$ cat src/rtl/trdb_pkg.sv
// Shared types and constants for the trace packet arbiter.
// The optional per-packet source header is enabled by TRDB_ARB_SRC_HEADER_EN.
package trdb_pkg;

    typedef enum logic [1:0] {
        ARB_IDLE   = 2'd0,
        ARB_HDR    = 2'd1,
        ARB_STREAM = 2'd2
    } arb_state_e;

    localparam logic [7:0] ARB_HDR_MAGIC = 8'hA5;

    // Source index width, never narrower than one bit.
    function automatic int src_idx_w(input int num_src);
        return (num_src > 1) ? $clog2(num_src) : 1;
    endfunction

endpackage

$ cat src/rtl/trdb_packet_arbiter_if.sv
// Requester-side and sink-side handshake bundle of the trace packet arbiter.
// Signal suffixes are from the arbiter's point of view.
interface trdb_packet_arbiter_if
    import trdb_pkg::*;
#(
    parameter int NUM_SRC = 4,
    parameter int WORD_W  = 32
);
    localparam int SRC_W = src_idx_w(NUM_SRC);

    logic [NUM_SRC*WORD_W-1:0] src_word_i;
    logic [NUM_SRC-1:0]        src_valid_i;
    logic [NUM_SRC-1:0]        src_last_i;
    logic [NUM_SRC-1:0]        src_stall_o;
    logic [WORD_W-1:0]         packet_word_o;
    logic                      packet_word_valid_o;
    logic                      packet_last_o;
    logic [SRC_W-1:0]          packet_src_o;
    logic                      stall_i;

    modport master (
        input  src_word_i, src_valid_i, src_last_i, stall_i,
        output src_stall_o, packet_word_o, packet_word_valid_o, packet_last_o, packet_src_o
    );

    modport slave (
        output src_word_i, src_valid_i, src_last_i, stall_i,
        input  src_stall_o, packet_word_o, packet_word_valid_o, packet_last_o, packet_src_o
    );

endinterface

$ cat src/rtl/trdb_rr_picker.sv
// Round-robin search: first asserted request at or after the pointer, wrapping.
module trdb_rr_picker
    import trdb_pkg::*;
#(
    parameter int NUM_SRC = 4,
    parameter int SRC_W   = 2
) (
    input  logic [NUM_SRC-1:0] req_i,
    input  logic [SRC_W-1:0]   ptr_i,
    output logic               found_o,
    output logic [SRC_W-1:0]   idx_o
);

    always_comb begin
        int                sum;
        logic [SRC_W-1:0]  cand;
        found_o = 1'b0;
        idx_o   = '0;
        sum     = 0;
        cand    = '0;
        for (int k = 0; k < NUM_SRC; k++) begin
            sum = int'(ptr_i) + k;
            if (sum >= NUM_SRC) begin
                sum = sum - NUM_SRC;
            end
            cand = SRC_W'(sum);
            if (!found_o && req_i[cand]) begin
                found_o = 1'b1;
                idx_o   = cand;
            end
        end
    end

endmodule

$ cat src/rtl/trdb_packet_arbiter.sv
// Packet-locked round-robin arbiter sharing one trace sink between NUM_SRC sources.
// Define TRDB_ARB_SRC_HEADER_EN to prefix each packet with an 0xA5 source header word.
module trdb_packet_arbiter
    import trdb_pkg::*;
#(
    parameter int NUM_SRC = 4,
    parameter int WORD_W  = 32
) (
    input  logic                  clk_i,
    input  logic                  rst_i,
    input  logic                  enable_i,
    trdb_packet_arbiter_if.master arb_if,
    output logic                  busy_o
);

    localparam int SRC_W = src_idx_w(NUM_SRC);

    arb_state_e        state_q, state_d;
    logic [SRC_W-1:0]  grant_q, grant_d;
    logic [SRC_W-1:0]  rr_ptr_q, rr_ptr_d;
    logic              out_valid_q, out_valid_d;
    logic [WORD_W-1:0] out_word_q, out_word_d;
    logic              out_last_q, out_last_d;
    logic [SRC_W-1:0]  out_src_q, out_src_d;

    logic              can_accept;
    logic              pick_found;
    logic [SRC_W-1:0]  pick_idx;
    logic [WORD_W-1:0] gnt_word;
    logic              gnt_valid;
    logic              gnt_last;
    logic              take_word;
    logic [SRC_W-1:0]  next_ptr;

    trdb_rr_picker #(
        .NUM_SRC (NUM_SRC),
        .SRC_W   (SRC_W)
    ) u_picker (
        .req_i   (arb_if.src_valid_i),
        .ptr_i   (rr_ptr_q),
        .found_o (pick_found),
        .idx_o   (pick_idx)
    );

    assign can_accept = !out_valid_q || !arb_if.stall_i;
    assign gnt_word   = arb_if.src_word_i[int'(grant_q)*WORD_W +: WORD_W];
    assign gnt_valid  = arb_if.src_valid_i[grant_q];
    assign gnt_last   = arb_if.src_last_i[grant_q];
    assign take_word  = (state_q == ARB_STREAM) && gnt_valid && can_accept;
    assign next_ptr   = (grant_q == SRC_W'(NUM_SRC - 1)) ? '0 : grant_q + SRC_W'(1);

    // Only the locked source may move, and only when the output stage has room.
    always_comb begin
        for (int i = 0; i < NUM_SRC; i++) begin
            arb_if.src_stall_o[i] = !((state_q == ARB_STREAM) && can_accept &&
                                      (grant_q == SRC_W'(i)));
        end
    end

`ifdef TRDB_ARB_SRC_HEADER_EN
    logic [WORD_W-1:0] hdr_word;

    always_comb begin
        hdr_word                      = '0;
        hdr_word[WORD_W-1 -: 8]       = ARB_HDR_MAGIC;
        hdr_word[SRC_W-1:0]           = grant_q;
    end
`endif

    always_comb begin
        state_d     = state_q;
        grant_d     = grant_q;
        rr_ptr_d    = rr_ptr_q;
        out_valid_d = out_valid_q;
        out_word_d  = out_word_q;
        out_last_d  = out_last_q;
        out_src_d   = out_src_q;

        // A word that the sink takes this cycle leaves the register unless refilled below.
        if (can_accept) begin
            out_valid_d = 1'b0;
        end

        case (state_q)
            ARB_IDLE: begin
                if (enable_i && pick_found) begin
                    grant_d = pick_idx;
`ifdef TRDB_ARB_SRC_HEADER_EN
                    state_d = ARB_HDR;
`else
                    state_d = ARB_STREAM;
`endif
                end
            end
`ifdef TRDB_ARB_SRC_HEADER_EN
            ARB_HDR: begin
                if (can_accept) begin
                    out_valid_d = 1'b1;
                    out_word_d  = hdr_word;
                    out_last_d  = 1'b0;
                    out_src_d   = grant_q;
                    state_d     = ARB_STREAM;
                end
            end
`endif
            ARB_STREAM: begin
                if (take_word) begin
                    out_valid_d = 1'b1;
                    out_word_d  = gnt_word;
                    out_last_d  = gnt_last;
                    out_src_d   = grant_q;
                    if (gnt_last) begin
                        rr_ptr_d = next_ptr;
                        state_d  = ARB_IDLE;
                    end
                end
            end
            default: begin
                state_d = ARB_IDLE;
            end
        endcase
    end

    always_ff @(posedge clk_i) begin
        if (rst_i) begin
            state_q     <= ARB_IDLE;
            grant_q     <= '0;
            rr_ptr_q    <= '0;
            out_valid_q <= 1'b0;
            out_word_q  <= '0;
            out_last_q  <= 1'b0;
            out_src_q   <= '0;
        end else begin
            state_q     <= state_d;
            grant_q     <= grant_d;
            rr_ptr_q    <= rr_ptr_d;
            out_valid_q <= out_valid_d;
            out_word_q  <= out_word_d;
            out_last_q  <= out_last_d;
            out_src_q   <= out_src_d;
        end
    end

    assign arb_if.packet_word_o       = out_word_q;
    assign arb_if.packet_word_valid_o = out_valid_q;
    assign arb_if.packet_last_o       = out_last_q;
    assign arb_if.packet_src_o        = out_src_q;
    assign busy_o = (state_q != ARB_IDLE) || out_valid_q;

endmodule

$ cat src/flat_wrapper.sv
// flat-port wrapper written by rule: the top's interface ports become plain ports
module trdb_packet_arbiter_flat import trdb_pkg::*;
#(
    parameter int NUM_SRC = 4,
    parameter int WORD_W  = 32
)
  (clk_i, rst_i, enable_i, busy_o, arb_if_src_word_i, arb_if_src_valid_i, arb_if_src_last_i, arb_if_stall_i, arb_if_src_stall_o, arb_if_packet_word_o, arb_if_packet_word_valid_o, arb_if_packet_last_o, arb_if_packet_src_o);
  trdb_packet_arbiter_if #(.NUM_SRC(NUM_SRC), .WORD_W(WORD_W)) arb_if_i ();
  input  logic clk_i;
  input  logic rst_i;
  input  logic enable_i;
  output logic busy_o;
  input wire logic [$bits(arb_if_i.src_word_i)-1:0] arb_if_src_word_i;
  input wire logic [$bits(arb_if_i.src_valid_i)-1:0] arb_if_src_valid_i;
  input wire logic [$bits(arb_if_i.src_last_i)-1:0] arb_if_src_last_i;
  input wire logic [$bits(arb_if_i.stall_i)-1:0] arb_if_stall_i;
  output wire logic [$bits(arb_if_i.src_stall_o)-1:0] arb_if_src_stall_o;
  output wire logic [$bits(arb_if_i.packet_word_o)-1:0] arb_if_packet_word_o;
  output wire logic [$bits(arb_if_i.packet_word_valid_o)-1:0] arb_if_packet_word_valid_o;
  output wire logic [$bits(arb_if_i.packet_last_o)-1:0] arb_if_packet_last_o;
  output wire logic [$bits(arb_if_i.packet_src_o)-1:0] arb_if_packet_src_o;
  assign arb_if_i.src_word_i = arb_if_src_word_i;
  assign arb_if_i.src_valid_i = arb_if_src_valid_i;
  assign arb_if_i.src_last_i = arb_if_src_last_i;
  assign arb_if_i.stall_i = arb_if_stall_i;
  assign arb_if_src_stall_o = arb_if_i.src_stall_o;
  assign arb_if_packet_word_o = arb_if_i.packet_word_o;
  assign arb_if_packet_word_valid_o = arb_if_i.packet_word_valid_o;
  assign arb_if_packet_last_o = arb_if_i.packet_last_o;
  assign arb_if_packet_src_o = arb_if_i.packet_src_o;
  trdb_packet_arbiter #(.NUM_SRC(NUM_SRC), .WORD_W(WORD_W)) u_core (.clk_i(clk_i), .rst_i(rst_i), .enable_i(enable_i), .arb_if(arb_if_i), .busy_o(busy_o));
endmodule
$ cat config.mk
export PLATFORM = sky130hd
export DESIGN_NAME = trdb_packet_arbiter_flat
export DESIGN_NICKNAME = d
export VERILOG_FILES = /design/src/rtl/trdb_pkg.sv /design/src/rtl/trdb_packet_arbiter_if.sv /design/src/rtl/trdb_rr_picker.sv /design/src/rtl/trdb_packet_arbiter.sv /design/src/flat_wrapper.sv
export SDC_FILE = /design/constraint.sdc
export NUM_CORES = 1
export LEC_CHECK = 0
export CAP_MARGIN = 30
export CORE_MARGIN = 5
export CORE_UTILIZATION = 37
export CTS_CLUSTER_DIAMETER = 120
export DETAILED_ROUTE_END_ITERATION = 7
export GPL_TIMING_DRIVEN = 1
export PLACE_DENSITY = 0.86
export SYNTH_ARGS = -nofsm -noshare
export SYNTH_HDL_FRONTEND = slang
export SYNTH_SLANG_ARGS = --single-unit
export TNS_END_PERCENT = 20
$ cat constraint.sdc
create_clock -name clk_i -period 3.7 [get_ports clk_i]
set_input_delay 0.37 -clock clk_i [delete_from_list [all_inputs] [get_ports clk_i]]
set_output_delay 0.37 -clock clk_i [all_outputs]
set_load 0.01 [all_outputs]
==> run metrics <==
skew final 0.007981 ns; crit path capture type primary output; TritonRoute pass-1 iters 4; Netlist cell types 28; Final ANT Viol Nets 0; Remaining DRCs 0; CTS tree done; CP peak stage delay 0.72 ns; largest net degree at the start of global routing 42; H-Tree Depth 2; headroom to the max-slew limit 52.29%; synth cell count leaders nand2_1, dfxtp_1, a21oi_1, mux4_2, inv_1; Synth Area per Inst 10.02 um^2; register area share after synthesis 33.44%; Via density 5.045; Die ar. 0.008364 mm^2; # hold bufs at CTS 0; Placer Congestion 0.7680; Site Rows 29; run status completed; top cells by area, synth dfxtp_1, mux4_2, nand2_1, a21oi_1, buf_6; top-count cell post-synth nand2_1; Max Cap Violations 0; Die H 91.46 um; Power Dens Cells 278.5 mW/mm^2; initial antenna violation count 0; hpwl dp 6756 um; core area 0.006386 mm^2; max-slew violations 0; Syn Nets 389; Skew-Pair Late Insertion Delay 0.29 ns; routed length per instance 16.57 um; type of origin of the critical path flip-flop; worst setup margin 1.168 ns; 1st-iter DRT viols 73; vias in the first global route 2739; Finished Core Util 68.36%; Inserted Clock Buffers 5; CP Class flip-flop to primary output; fin nets 559; EDFF count, synth 0; Setup TNS Final 0 ns; RSZ-0062 raised after global routing false; Hold Path Class flip-flop to flip-flop; Die Wd 91.46 um; via count 2487; crit-path cells buf_4 > ha_1 > nand2_1 > clkdlybuf4s50_1; setup violators final 0; Synth Instances 245; Max Fanout on Critical Path 24; Setup Fix Bufs, Post-CTS 0; Resize count post-CTS 0; worst path required time 3.33 ns; Place WS 1.322 ns; initial core utilization 38.44%; Synth top area share 33.44%; final hold violations 0; Final Critical Period 2.532 ns; Async S/R FF share, synth 0%; CTS root buffer clkbuf_8; Data arrival, critical path 2.16 ns; biggest area consumer among synthesized cells dfxtp_1; port bufs 180; clock sinks 41; Synth Register Bits 41; Fill cells 516; Reg clk slew, reported paths 0.08 ns; share of cells above drive strength 1 12.98%; WL final 8169 um; Crit-path slowest cell dfxtp_2; Worst-Margin Slew 0.7156 ns; diode count 0; Worst VDD drop 0.2177 mV; I/O pins 181; first-pass GRT wire length 12990 um; YS warnings 0; Multi-input gate area 0.001475 mm^2; total grt overflow 0; Clock Path Buffers 2; top_reg_cell synth dfxtp_1; Final period util 68.42%; register area 823.3 um^2; synthesis-to-finish area growth 77.83%; Syn Std Cell Area 0.002455 mm^2; static leakage 1.487 nW; total track usage 19.32%; Max Freq 0.3950 GHz
## metrics by stage
stage / power (mW) / hold slack [ns] / area (um^2) / cells
3_3_place_gp: 0.8506 / 0.4413 / 4245 / 485
3_5_place_dp: 0.8598 / 0.4453 / 4245 / 485
4_1_cts: 1.230 / 0.4558 / 4365 / 493
6_report: 1.216 / 0.4533 / 4365 / 493
5_1_grt: 1.279 / 0.4734 / 4365 / 493
2_1_floorplan: 0.6502 / 0.4524 / 2455 / 245
## critical path: cells and delay by family, from the launching register on
family / cells / cell delay (ns)
adder cells (fa/ha/maj): 1 / 0.23
buffers and inverters: 2 / 0.86
flip-flops: 1 / 0.72
AND/OR/NAND/NOR: 1 / 0.06
## power breakdown
group | switching (mW) | internal, mW
sequential | 0.0245 | 0.464
combinational | 0.111 | 0.245
clock | 0.151 | 0.219
## worst paths after layout
kind,cells after the start,from,slack (ns),endpoint
setup / recovery,4,u_core.grant_q[1],1.17,arb_if_src_stall_o[3]
hold / removal,2,u_core.arb_if.packet_word_o[11],0.45,u_core.arb_if.packet_word_o[11]
setup reg to reg,4,u_core.grant_q[0],1.38,u_core.arb_if.packet_word_o[10]
hold reg to reg,2,u_core.arb_if.packet_word_o[11],0.45,u_core.arb_if.packet_word_o[11]
## layout make-up
class,count,area share (%)
repair buffers,183,41.79
inverters,7,0.6019
clock buffers,6,1.892
clock inverters,2,0.8598
flip-flops and latches,41,18.86
well taps,77,2.207
multi-input cells,177,33.79
## cell families (layout without fill, tap and decap cells)
family / after synthesis / count (layout) / share of synthesized area (%)
AO/OA/AOI/OAI: 49 / 49 / 11.37
multiplexers: 37 / 37 / 32.52
adder cells (fa/ha/maj): 4 / 4 / 2.039
AND/OR/NAND/NOR: 87 / 87 / 14.17
flip-flops: 41 / 41 / 33.44
buffers and inverters: 27 / 198 / 6.473
## state kept, by name, indices dropped and copies added (netlist names), named ones only
register	flops
u_core.arb_if.packet_last_o	1
u_core.arb_if.packet_src_o	2
u_core.arb_if.packet_word_o	32
u_core.grant_q	2
u_core.rr_ptr_q	2
u_core.state_q	1
## cell usage in the layout (no fill, tap or decap), types with 3 or more instances in the layout
cell type,Yosys,routed
dfxtp_1,41,39
inv_1,7,7
clkbuf_8,0,6
buf_4,2,3
ha_1,4,4
nand2_1,77,77
mux4_2,34,34
nor2_1,4,4
clkdlybuf4s50_1,0,180
a21oi_1,40,40
## metal layers
metal | vias to the layer above | wire (um) | global-route usage, %
met5 | - | 0 | 0
met4 | 0 | 121 | 5.257
met3 | 10 | 682 | 6.529
met2 | 102 | 4669 | 38.90
met1 | 1159 | 2697 | 17.96
li1 | 1216 | - | -
Power figures use the tool's default switching activity.
